## config.mk

```make
export PLATFORM = sky130hd
export DESIGN_NAME = servant_sleep_ctrl
export DESIGN_NICKNAME = d
export VERILOG_FILES = /design/src/rtl/servant_sleep_ctrl.sv
export SDC_FILE = /design/constraint.sdc
export NUM_CORES = 1
export LEC_CHECK = 0
export ABC_AREA = 1
export BUFFER_PORTS_ARGS = -buffer_cell sky130_fd_sc_hd__buf_4
export CAP_MARGIN = 20
export CELL_PAD_IN_SITES_DETAIL_PLACEMENT = 1
export CELL_PAD_IN_SITES_GLOBAL_PLACEMENT = 1
export CORE_ASPECT_RATIO = 0.9
export CORE_UTILIZATION = 45
export CTS_CLUSTER_SIZE = 28
export DETAILED_ROUTE_END_ITERATION = 8
export HOLD_SLACK_MARGIN = 0.05
export PLACE_DENSITY_LB_ADDON = 0.05
export SLEW_MARGIN = 20
export SYNTH_ARGS = -nofsm -noshare
export SYNTH_HDL_FRONTEND = slang
export SYNTH_SLANG_ARGS = --single-unit
```

## constraint.sdc

```tcl
create_clock -name i_clk -period 3.5 [get_ports i_clk]
set_input_delay 0.7 -clock i_clk [delete_from_list [all_inputs] [get_ports i_clk]]
set_output_delay 0.7 -clock i_clk [all_outputs]
set_load 0.005 [all_outputs]
```

## src/rtl/servant_sleep_ctrl.sv

```systemverilog
// rtl/servant_sleep_ctrl.sv - sleep/wake sequencer gating the SERV wb_clk enable
// Optional SERVANT_SLEEP_STATS_EN adds GATED cycle and entry counters.
module servant_sleep_ctrl #(
  parameter int DRAIN_CYCLES = 4,
  parameter int WAKE_CYCLES  = 8,
  parameter int CNT_W        = 8
) (
  input  logic        i_clk,
  input  logic        i_rst,
  input  logic        i_sleep_req,
  input  logic        i_wakeup_req,
  input  logic        i_ext_irq,
  input  logic        i_wb_cyc,
  output logic        o_clk_en,
  output logic        o_awake,
`ifdef SERVANT_SLEEP_STATS_EN
  output logic [31:0] o_sleep_cnt,
  output logic [15:0] o_sleep_events,
`endif
  output logic        o_sleeping
);

  if (DRAIN_CYCLES < 1 || DRAIN_CYCLES > 255 || DRAIN_CYCLES > (1 << CNT_W) ||
      WAKE_CYCLES < 1 || WAKE_CYCLES > 255 || WAKE_CYCLES > (1 << CNT_W)) begin : g_param_err
    $error("servant_sleep_ctrl: DRAIN_CYCLES/WAKE_CYCLES out of range for CNT_W");
  end

  typedef enum logic [1:0] {S_RUN, S_DRAIN, S_GATED, S_WAKE} state_t;

  localparam logic [CNT_W-1:0] DRAIN_LOAD = CNT_W'(DRAIN_CYCLES - 1);
  localparam logic [CNT_W-1:0] WAKE_LOAD  = CNT_W'(WAKE_CYCLES - 1);

  state_t           r_state;
  logic [CNT_W-1:0] r_cnt;
  logic             r_wake_pend;
  logic             r_clk_en;
  logic             r_awake;
  logic             r_sleeping;

  logic w_wake_src;
  logic w_wake;
  logic w_gate_entry;

  assign w_wake_src   = i_wakeup_req | i_ext_irq;
  assign w_wake       = w_wake_src | r_wake_pend;
  assign w_gate_entry = (r_state == S_DRAIN) && !w_wake && !i_wb_cyc && (r_cnt == '0);

  always_ff @(posedge i_clk or posedge i_rst) begin
    if (i_rst) begin
      r_state     <= S_RUN;
      r_cnt       <= '0;
      r_wake_pend <= 1'b0;
      r_clk_en    <= 1'b1;
      r_awake     <= 1'b1;
      r_sleeping  <= 1'b0;
    end else begin
      case (r_state)
        S_RUN: begin
          // A wake in the same cycle as the sleep request wins.
          if (i_sleep_req && !w_wake) begin
            r_state <= S_DRAIN;
            r_cnt   <= DRAIN_LOAD;
            r_awake <= 1'b0;
          end
        end
        S_DRAIN: begin
          r_wake_pend <= r_wake_pend | w_wake_src;
          if (w_wake) begin
            r_state     <= S_RUN;
            r_awake     <= 1'b1;
            r_wake_pend <= 1'b0;
          end else if (i_wb_cyc) begin
            r_cnt <= DRAIN_LOAD;
          end else if (r_cnt == '0) begin
            r_state    <= S_GATED;
            r_clk_en   <= 1'b0;
            r_sleeping <= 1'b1;
          end else begin
            r_cnt <= r_cnt - 1'b1;
          end
        end
        S_GATED: begin
          r_wake_pend <= r_wake_pend | w_wake_src;
          if (w_wake) begin
            r_state     <= S_WAKE;
            r_cnt       <= WAKE_LOAD;
            r_clk_en    <= 1'b1;
            r_sleeping  <= 1'b0;
            r_wake_pend <= 1'b0;
          end
        end
        S_WAKE: begin
          // Clock is running but still settling; requests are absorbed here.
          if (r_cnt == '0) begin
            r_state <= S_RUN;
            r_awake <= 1'b1;
          end else begin
            r_cnt <= r_cnt - 1'b1;
          end
        end
        default: begin
          r_state    <= S_RUN;
          r_clk_en   <= 1'b1;
          r_awake    <= 1'b1;
          r_sleeping <= 1'b0;
        end
      endcase
    end
  end

`ifdef SERVANT_SLEEP_STATS_EN
  logic [31:0] r_sleep_cnt;
  logic [15:0] r_sleep_events;

  always_ff @(posedge i_clk or posedge i_rst) begin
    if (i_rst) begin
      r_sleep_cnt    <= '0;
      r_sleep_events <= '0;
    end else begin
      if (r_state == S_GATED && r_sleep_cnt != 32'hFFFF_FFFF)
        r_sleep_cnt <= r_sleep_cnt + 32'd1;
      if (w_gate_entry)
        r_sleep_events <= r_sleep_events + 16'd1;
    end
  end

  assign o_sleep_cnt    = r_sleep_cnt;
  assign o_sleep_events = r_sleep_events;
`endif

  assign o_clk_en   = r_clk_en;
  assign o_awake    = r_awake;
  assign o_sleeping = r_sleeping;

endmodule

```

==> results.md, run 1 <==
- The hold buffer count at CTS is 0.
- Dividing total power by cell area gives a power density of 930.2 nW/um^2.
- The initial antenna violation count is 0.
- After the flow finishes, the layout carries non-filler instances totaling about 160.
- The DRC violation count after routing is 0.
- The net count after synthesis is 126.
- Setup repair after global routing left no endpoint under its margin.
- Summed over all layers, the global routing overflow is 0.
- The number of ports placed on the die boundary is 9.
- The slew at the pin closest to its max-slew limit is ~0.53 ns.
- The HPWL after detailed placement is 1660 um.
- In the final layout, the share of cells above drive strength 1 is between 20 and 30%.
- The routed design has 2072 um of wire.
- After clock tree synthesis, the setup repair step added 0 buffers.
- The kind of start point of the critical path is a register.
- The proportion of power drawn by flip-flops and latches is 30.4%.
- The post-detailed-route count of antenna-violating nets is 0.
- The run finished with clean final reports.
- The origin of the worst setup path is o_awake$_DFFE_PP1P_.
- The number of resized instances in the post-cts repair step is 0.
- The number of clock sinks is 13.
- Once placement finished, the instance area stood at slightly above 1000 um^2.
- The stage delay of the slowest cell on the critical path is between 0.5 and 0.6 ns.
- In the post-route analysis, the smallest setup slack over all paths is around 1.9 ns.
- The number of warnings printed during yosys synthesis is 0.
- The path type of the worst min-delay path is in2async.
- The largest delay contributor family on the critical path is flip-flops.
- The post-route clock period utilization is approximately 46%.
- The number of nets in the finished design is ~140.
- Clock skew on the completed layout was measured at roughly 0.008 ns.
- The iteration-0 DRC count of the detailed router is 5.
- Entering global routing, the biggest net connects 14 pins.
- The sum of buffers and inverters on the critical path is 1.
- For this design the total switching power over the nets is 480.3 uW.
- By startpoint and endpoint, the worst setup path is classified as reg2out.
- The number of buffers created by CTS is 3.
- The worst vdd rail ir drop is 399.5 uV.
- In the final routed layout, each cell accounts on average for 13.37 um.
- The per-instance average area after synthesis is just under 8 um^2.
- The root buffer cell is sky130_fd_sc_hd__clkbuf_4.
- The synthesized area is between 900 and 1000 um^2.
- The total placed cells including tap cells is between 150 and 200.
- The final RePlAce weighted congestion is 0.8392.
- In this run the critical register-to-register path is launched from r_state[0]$_DFFE_PP0P_.
- Cells fill 54.05% of the core in the end.
- The share of total power dissipated in combinational logic is between 50% and 60%.
- The die width is 49.59 um.
- Data on the critical path is required at its endpoint by 2.80 ns.
- The first detailed-routing pass ran for 2 iterations.
- The internal power of the cells totals ~480 uW.
- The register area share after synthesis is between 30% and 40%.
- The number of max-slew violations in the final report is 0.
- The routed via count divided by cell count is 5.142.
- The clock network is responsible for 10.0% of the overall power.
- The clock transition time at the flip-flop clock pins of the worst setup and hold paths is 0.09 ns.
- In the layout the commonest cells are sky130_fd_sc_hd__nand2_1, sky130_fd_sc_hd__inv_1, sky130_fd_sc_hd__nand3_1, sky130_fd_sc_hd__dfrtp_1, sky130_fd_sc_hd__nor2_1.
- In this run the standard cell core region covers approximately 1900 um^2.
- After synthesis the netlist holds a flip-flop and latch count of 13.
- The top-area cell type share of the netlist area is a little under a third.
- The count of buffers from port buffering is 8.
- The relative slew slack is roughly two thirds.
- Total power for the finished layout comes to 962.5 uW.
- The destination of the worst register-to-register timing path is r_cnt[5]$_DFFE_PP0P_.
- The final critical delay including setup and external delays is around 1.6 ns.
- The switching share of total power is between 40% and 50%.
- The first global-routing pass estimated roughly 3500 um of wire.
- The die is 44.83 um tall.
- Derived from the worst setup path, the maximum achievable clock frequency is slightly above 600 MHz.
- The worst endpoint data arrival time is about 0.92 ns.
- The sum of negative setup slack is 0 ns.
- The critical path goes through buf_4.
- At the placement stage, the worst setup path has a slack of 1.648 ns.
- Max-cap violations in this run came to 0.
- Summing all non-filler instances in the final layout gives an area of about 1000 um^2.
- Along the worst path, the maximum fanout reaches 2.
- Setup slack on the worst reg-to-reg path comes out at approximately 1.9 ns.
- The standard cell with the maximum stage delay on the critical path is sky130_fd_sc_hd__dfstp_2.
- The worst-case reg-to-reg path depth is 8.
- The total via count after detailed routing is about 800.
- The row count is 15.
- The analysis attributes to cell leakage a power of between 0.5 and 0.6 nW.
- The most common cell after layout, fill and taps aside is sky130_fd_sc_hd__nand2_1.
- The initial core utilization is between 40% and 50%.
- The layout-stage area growth over the synthesis result is 12.82%.
- The number of hold violations in the final report is 0.
- The maximum buffer depth of the clock tree is 2.
- 0 antenna diodes ended up in the layout.
- The number of endpoints failing setup at the final stage is 0.
- The worst setup path is captured at a primary output.
- The TritonCTS clock tree is yes.
- Across all hold checks on the routed design, the worst slack comes to 0.4521 ns.
- The floorplan die area is roughly 2200 um^2.
- The maximum level of the CTS H-tree is 1.
- Synthesis handed over a netlist of 118 instances.
- The count of unique library cells instantiated by Yosys is 24.
- The via count of the first global-routing pass is 755.
- By area the synthesized netlist is led by sky130_fd_sc_hd__dfrtp_1, sky130_fd_sc_hd__nand2_1, sky130_fd_sc_hd__nor2_4, sky130_fd_sc_hd__inv_1, sky130_fd_sc_hd__nand3_1.
- Global routing consumed, over all layers together, 20.88% of the routing resources.
- sky130_fd_sc_hd__dfrtp_1 takes more of the synthesized area than any other cell.
- The worst-skew pair later-pin latency is about 0.28 ns.
power by group through the flow:
stage                     clock network [mW]  logic (mW)  registers, mW
final                                 0.0959       0.574          0.293
after floorplan                            0       0.445          0.282
after global routing                   0.106       0.644          0.301
after global placement                     0       0.551          0.292
after CTS                             0.0996       0.579          0.291
after detailed placement                   0       0.576          0.294
Yosys cell counts:
master	instances
sky130_fd_sc_hd__a21boi_1	1
sky130_fd_sc_hd__a21oi_4	1
sky130_fd_sc_hd__and2_1	1
sky130_fd_sc_hd__dfrtp_1	11
sky130_fd_sc_hd__dfstp_2	2
sky130_fd_sc_hd__ha_1	2
sky130_fd_sc_hd__inv_1	16
sky130_fd_sc_hd__inv_2	3
sky130_fd_sc_hd__nand2_1	26
sky130_fd_sc_hd__nand2_2	4
sky130_fd_sc_hd__nand2_4	1
sky130_fd_sc_hd__nand3_1	11
sky130_fd_sc_hd__nand3_2	2
sky130_fd_sc_hd__nand4_1	3
sky130_fd_sc_hd__nor2_1	10
sky130_fd_sc_hd__nor2_2	2
sky130_fd_sc_hd__nor2_4	7
sky130_fd_sc_hd__nor3_1	1
sky130_fd_sc_hd__o21a_1	1
sky130_fd_sc_hd__o21ai_0	5
sky130_fd_sc_hd__o21ai_2	4
sky130_fd_sc_hd__o21bai_1	1
sky130_fd_sc_hd__xnor2_1	2
sky130_fd_sc_hd__xor2_1	1
state kept, by name, indices dropped and copies added (netlist names), named ones only:
signal      count
o_clk_en        1
r_cnt           8
o_sleeping      1
o_awake         1
r_state         1
cells by family (layout without fill, tap and decap cells):
logic type               after synthesis  in the layout  share of synthesized area [%]
XOR/XNOR                               3              3                          2.865
AND/OR/NAND/NOR                       68             68                          40.11
flip-flops                            13             13                          35.74
buffers and inverters                 19             31                          7.776
AO/OA/AOI/OAI                         13             13                          10.78
adder cells (fa/ha/maj)                2              2                          2.728
layer usage:
metal	vias to the layer above	track usage (%)	routed length [um]
li1	397	-	-
met1	390	27.65	1001
met2	8	35.41	1007
met4	0	1.714	4
met5	-	0	0
met3	2	6.061	58
layout make-up:
class                      count  area (um^2)
fill                         251        879.6
multi-input combinational     86        518.0
sequential                    13        327.8
inverter                      19        71.32
timing repair buffer           8        60.06
tap                           25        31.28
clock buffer                   4        26.28
worst max path at each step:
stage	cells past startpoint	to	slack [ns]
detailed placement	8	r_state[0]$_DFFE_PP0P_	1.65
floorplan	7	r_state[0]$_DFFE_PP0P_	1.91
finish	1	o_awake	1.88
global route	8	r_cnt[1]$_DFFE_PP0P_	1.84
CTS	1	o_clk_en	1.87
global placement	8	r_state[0]$_DFFE_PP0P_	1.74
Power figures use the tool's default switching activity.
==> inputs of run 2 (changes only) <==
--- a/config.mk
+++ b/config.mk
@@ -11,7 +11,7 @@
 export CELL_PAD_IN_SITES_DETAIL_PLACEMENT = 1
 export CELL_PAD_IN_SITES_GLOBAL_PLACEMENT = 1
 export CORE_ASPECT_RATIO = 0.9
-export CORE_UTILIZATION = 45
+export CORE_UTILIZATION = 42
 export CTS_CLUSTER_SIZE = 28
 export DETAILED_ROUTE_END_ITERATION = 8
 export HOLD_SLACK_MARGIN = 0.05
==> constraint.sdc (replaced) <==
create_clock -name i_clk -period 1.5 [get_ports i_clk]
set_input_delay 0.3 -clock i_clk [delete_from_list [all_inputs] [get_ports i_clk]]
set_output_delay 0.3 -clock i_clk [all_outputs]
set_load 0.005 [all_outputs]
==> run 2 against run 1 <==
Combinational power rose to 2.5 times the previous value. Critical endpoint is now r_state[0]$_DFFE_PP0P_. Routed wire length rose by 2.1%. Clock-buffer cell count did not move.
==> results.md, run 2 (synthesized netlist as in run 1, its figures left out) <==
- The filler-free cell count of the finished design is 159 (was 155).
- The relative slew slack is 67.19% (was 64.70%).
- The TritonCTS clock tree is yes (unchanged).
- The area used by multi-input combinational logic is 530.5 um^2 (was 518.0 um^2).
- The wire length after detailed routing is 2116 um (was 2072 um).
- Unrepaired setup endpoints after global routing: no (unchanged).
- The most repeated library cell on the critical path is sky130_fd_sc_hd__nor2_4.
- The total via count after detailed routing is 796 (was 797).
- The clock skew is 0.0005985 ns (was 0.007860 ns).
- The iteration-0 DRC count of the detailed router is 9 (was 5).
- The first-pass detailed-route iteration total is 4 (was 2).
- Result of the run: completed (unchanged).
- The number of buffers created by CTS is 3 (unchanged).
- The most common cell after layout, fill and taps aside is sky130_fd_sc_hd__nand2_1 (unchanged).
- The slew at the pin closest to its max-slew limit is 0.4916 ns (was 0.5289 ns).
- The half-perimeter wire length after detailed placement is 1743 um (was 1660 um).
- The core occupancy in the finished layout is 54.34% (was 54.05%).
- The number of hold violations in the final report is 0 (unchanged).
- The power density over cell area came to 2184 nW/um^2 (was 930.2 nW/um^2).
- The maximum level of the CTS H-tree is 1 (unchanged).
- The total grt overflow is 0 (unchanged).
- The mean routed wirelength per cell was 13.31 um (was 13.37 um).
- The total of fill cells in the finished design came to 258 (was 251).
- The combined global-route utilization of all metal layers is 21.64% (was 20.88%).
- The path type of the worst min-delay path is in2async (unchanged).
- Cells along the critical path: nor2_2 -> nand2_1 -> nor2_4 -> nor2_4 -> nor2_4 -> nand3_2 -> and2_1 (was buf_4).
- The number of clock sinks is 13 (unchanged).
- The final RePlAce weighted congestion is 0.7999 (was 0.8392).
- The hold buffer count at CTS is 0 (unchanged).
- The maximum buffer depth of the clock tree is 2 (unchanged).
- The tightest hold margin was 0.04170 ns (was 0.4521 ns).
- The stage delay of the slowest cell on the critical path was 0.43 ns (was 0.54 ns).
- The standard cell area after detailed placement is 1039 um^2 (was 1008 um^2).
- The DRC violation count after routing is 0 (unchanged).
- The worst-skew pair later-pin latency is 0.28 ns (about the same).
- The root buffer cell is sky130_fd_sc_hd__clkbuf_4 (unchanged).
- The number of nets in the finished design is 143 (was 139).
- The area of all placed cells without fillers is 1081 um^2 (was 1035 um^2).
- The count of antenna diodes in the layout came to 0 (unchanged).
- The maximum number of pins on one net before global-route repair was 14 (unchanged).
- The layout-stage area growth over the synthesis result is 17.87% (was 12.82%).
- The number of max-slew violations in the final report was 0 (unchanged).
- Most frequent cells in the layout: sky130_fd_sc_hd__nand2_1, sky130_fd_sc_hd__inv_1, sky130_fd_sc_hd__buf_4, sky130_fd_sc_hd__nand3_1, sky130_fd_sc_hd__dfrtp_1 (was sky130_fd_sc_hd__nand2_1, sky130_fd_sc_hd__inv_1, sky130_fd_sc_hd__nand3_1, sky130_fd_sc_hd__dfrtp_1, sky130_fd_sc_hd__nor2_1).
- The post-detailed-route count of antenna-violating nets is 0 (unchanged).
- The worst vdd rail ir drop came to 994.6 uV (was 399.5 uV).
- The sum of negative setup slack is 0 ns (unchanged).
- The initial antenna violation count came to 0 (unchanged).
- The wire length of the first global-routing pass is 3622 um (was 3477 um).
- For this run, the top clock speed supported by timing is slightly above 700 MHz.
- The routed via count divided by cell count was 5.006 (was 5.142).
- The number of endpoints failing setup at the final stage is 0 (unchanged).
- The placeable core area is 1989 um^2 (was 1914 um^2).
- The row count is 15 (unchanged).
- The number of ports placed on the die boundary is 9 (unchanged).
- The die width is 51.26 um (was 49.59 um).
- The flip-flop count of the largest register after layout is 8 (unchanged).
- The kind of start point of the critical path was a register (unchanged).
- The critical path class is reg2reg (was reg2out).
- The overall die height is 46.33 um (was 44.83 um).
- The post-route clock period utilization is between 90% and 100%.
- The register with the highest flop count is r_cnt (unchanged).
- The kind of end point of the critical path was a register (was primary output).
- The clock transition time at the flip-flop clock pins of the worst setup and hold paths is 0.08 ns (was 0.09 ns).
- The highest net fanout along the worst path was 4 (was 2).
- The largest delay contributor family on the critical path is simple AND/OR/NAND/NOR gates (was flip-flops).
- The max-cap violation count is 0 (unchanged).
- The standard cell with the maximum stage delay on the critical path is sky130_fd_sc_hd__dfrtp_1 (was sky130_fd_sc_hd__dfstp_2).
- The proportion of layout cells with a drive suffix above 1 is 34.33% (was 28.46%).
- The floorplan die area is 2375 um^2 (was 2223 um^2).
- The total placed cells including tap cells is 155 (was 151).
- The worst endpoint data arrival time is 1.57 ns (was 0.92 ns).
- The count of buffers from port buffering is 8 (unchanged).
- The sum of buffers and inverters on the critical path was 0 (was 1).
- The initial core utilization was 46.10% (was 47.91%).
- The register area came to 329.1 um^2 (was 327.8 um^2).
- The via count of the first global-routing pass was 798 (was 755).
- Counting I/O delays and the setup requirement, the final critical path takes about 1.4 ns.
- The leakage power summed over all cells was 0.5418 nW (was 0.5233 nW).
- The data required time of the critical path is 1.67 ns (was 2.80 ns).
run 2: changes by cell type in the layout (fill, tap and decap cells not counted), sizes merged:
cell  previous run  this run
buf              8        12
run 2: area by class of cell:
cell class / count / share of cell area [%]
Multi-Input combinational cell: 86 / 49.07
Sequential cell: 13 / 30.44
Timing Repair Buffer: 12 / 8.333
Inverter: 19 / 6.829
Tap cell: 25 / 2.894
Clock buffer: 4 / 2.431
run 2: repair_timing:
action,in CTS,in global routing
buffers inserted,0,0
resized for setup,0,8
setup endpoints to repair,0,9
run 2: routing by layer:
metal	wire, um	vias up	track usage [%]	part of all wire, %
met2	1056	10	36.58	50
li1	-	404	-	-
met1	978	380	27.18	46
met5	0	-	0	0
met3	68	2	6.931	3.2
met4	12	0	4.865	0.57
run 2: through the flow:
stage,worst slack [ns],total power [mW]
5_1_grt,0.004569,2.594
4_1_cts,0.04686,2.351
2_1_floorplan,0.1240,1.697
6_report,0.1012,2.361
3_3_place_gp,0.1083,2.032
3_5_place_dp,0.06364,2.101
run 2: where the power goes:
group	internal [mW]	switching, mW	total, mW
Combinational	0.566	0.892	1.46
Clock	0.103	0.115	0.218
Sequential	0.529	0.157	0.685
Total	1.20	1.16	2.36
run 2: final timing paths:
check / to / startpoint / slack (ns) / cells past startpoint
max in group asynchronous: asynchronous set/reset pin / i_rst / 1.10 / 2
setup reg to reg: r_state[0]$_DFFE_PP0P_ / r_cnt[4]$_DFFE_PP0P_ / 0.10 / 7
min in group i_clk: r_cnt[6]$_DFFE_PP0P_ / i_wb_cyc / 0.36 / 4
hold / removal: r_cnt[2]$_DFFE_PP0P_ / i_rst / 0.04 / 2
hold reg to reg: r_cnt[0]$_DFFE_PP0P_ / r_cnt[0]$_DFFE_PP0P_ / 0.49 / 2
setup / recovery: r_state[0]$_DFFE_PP0P_ / r_cnt[4]$_DFFE_PP0P_ / 0.10 / 7
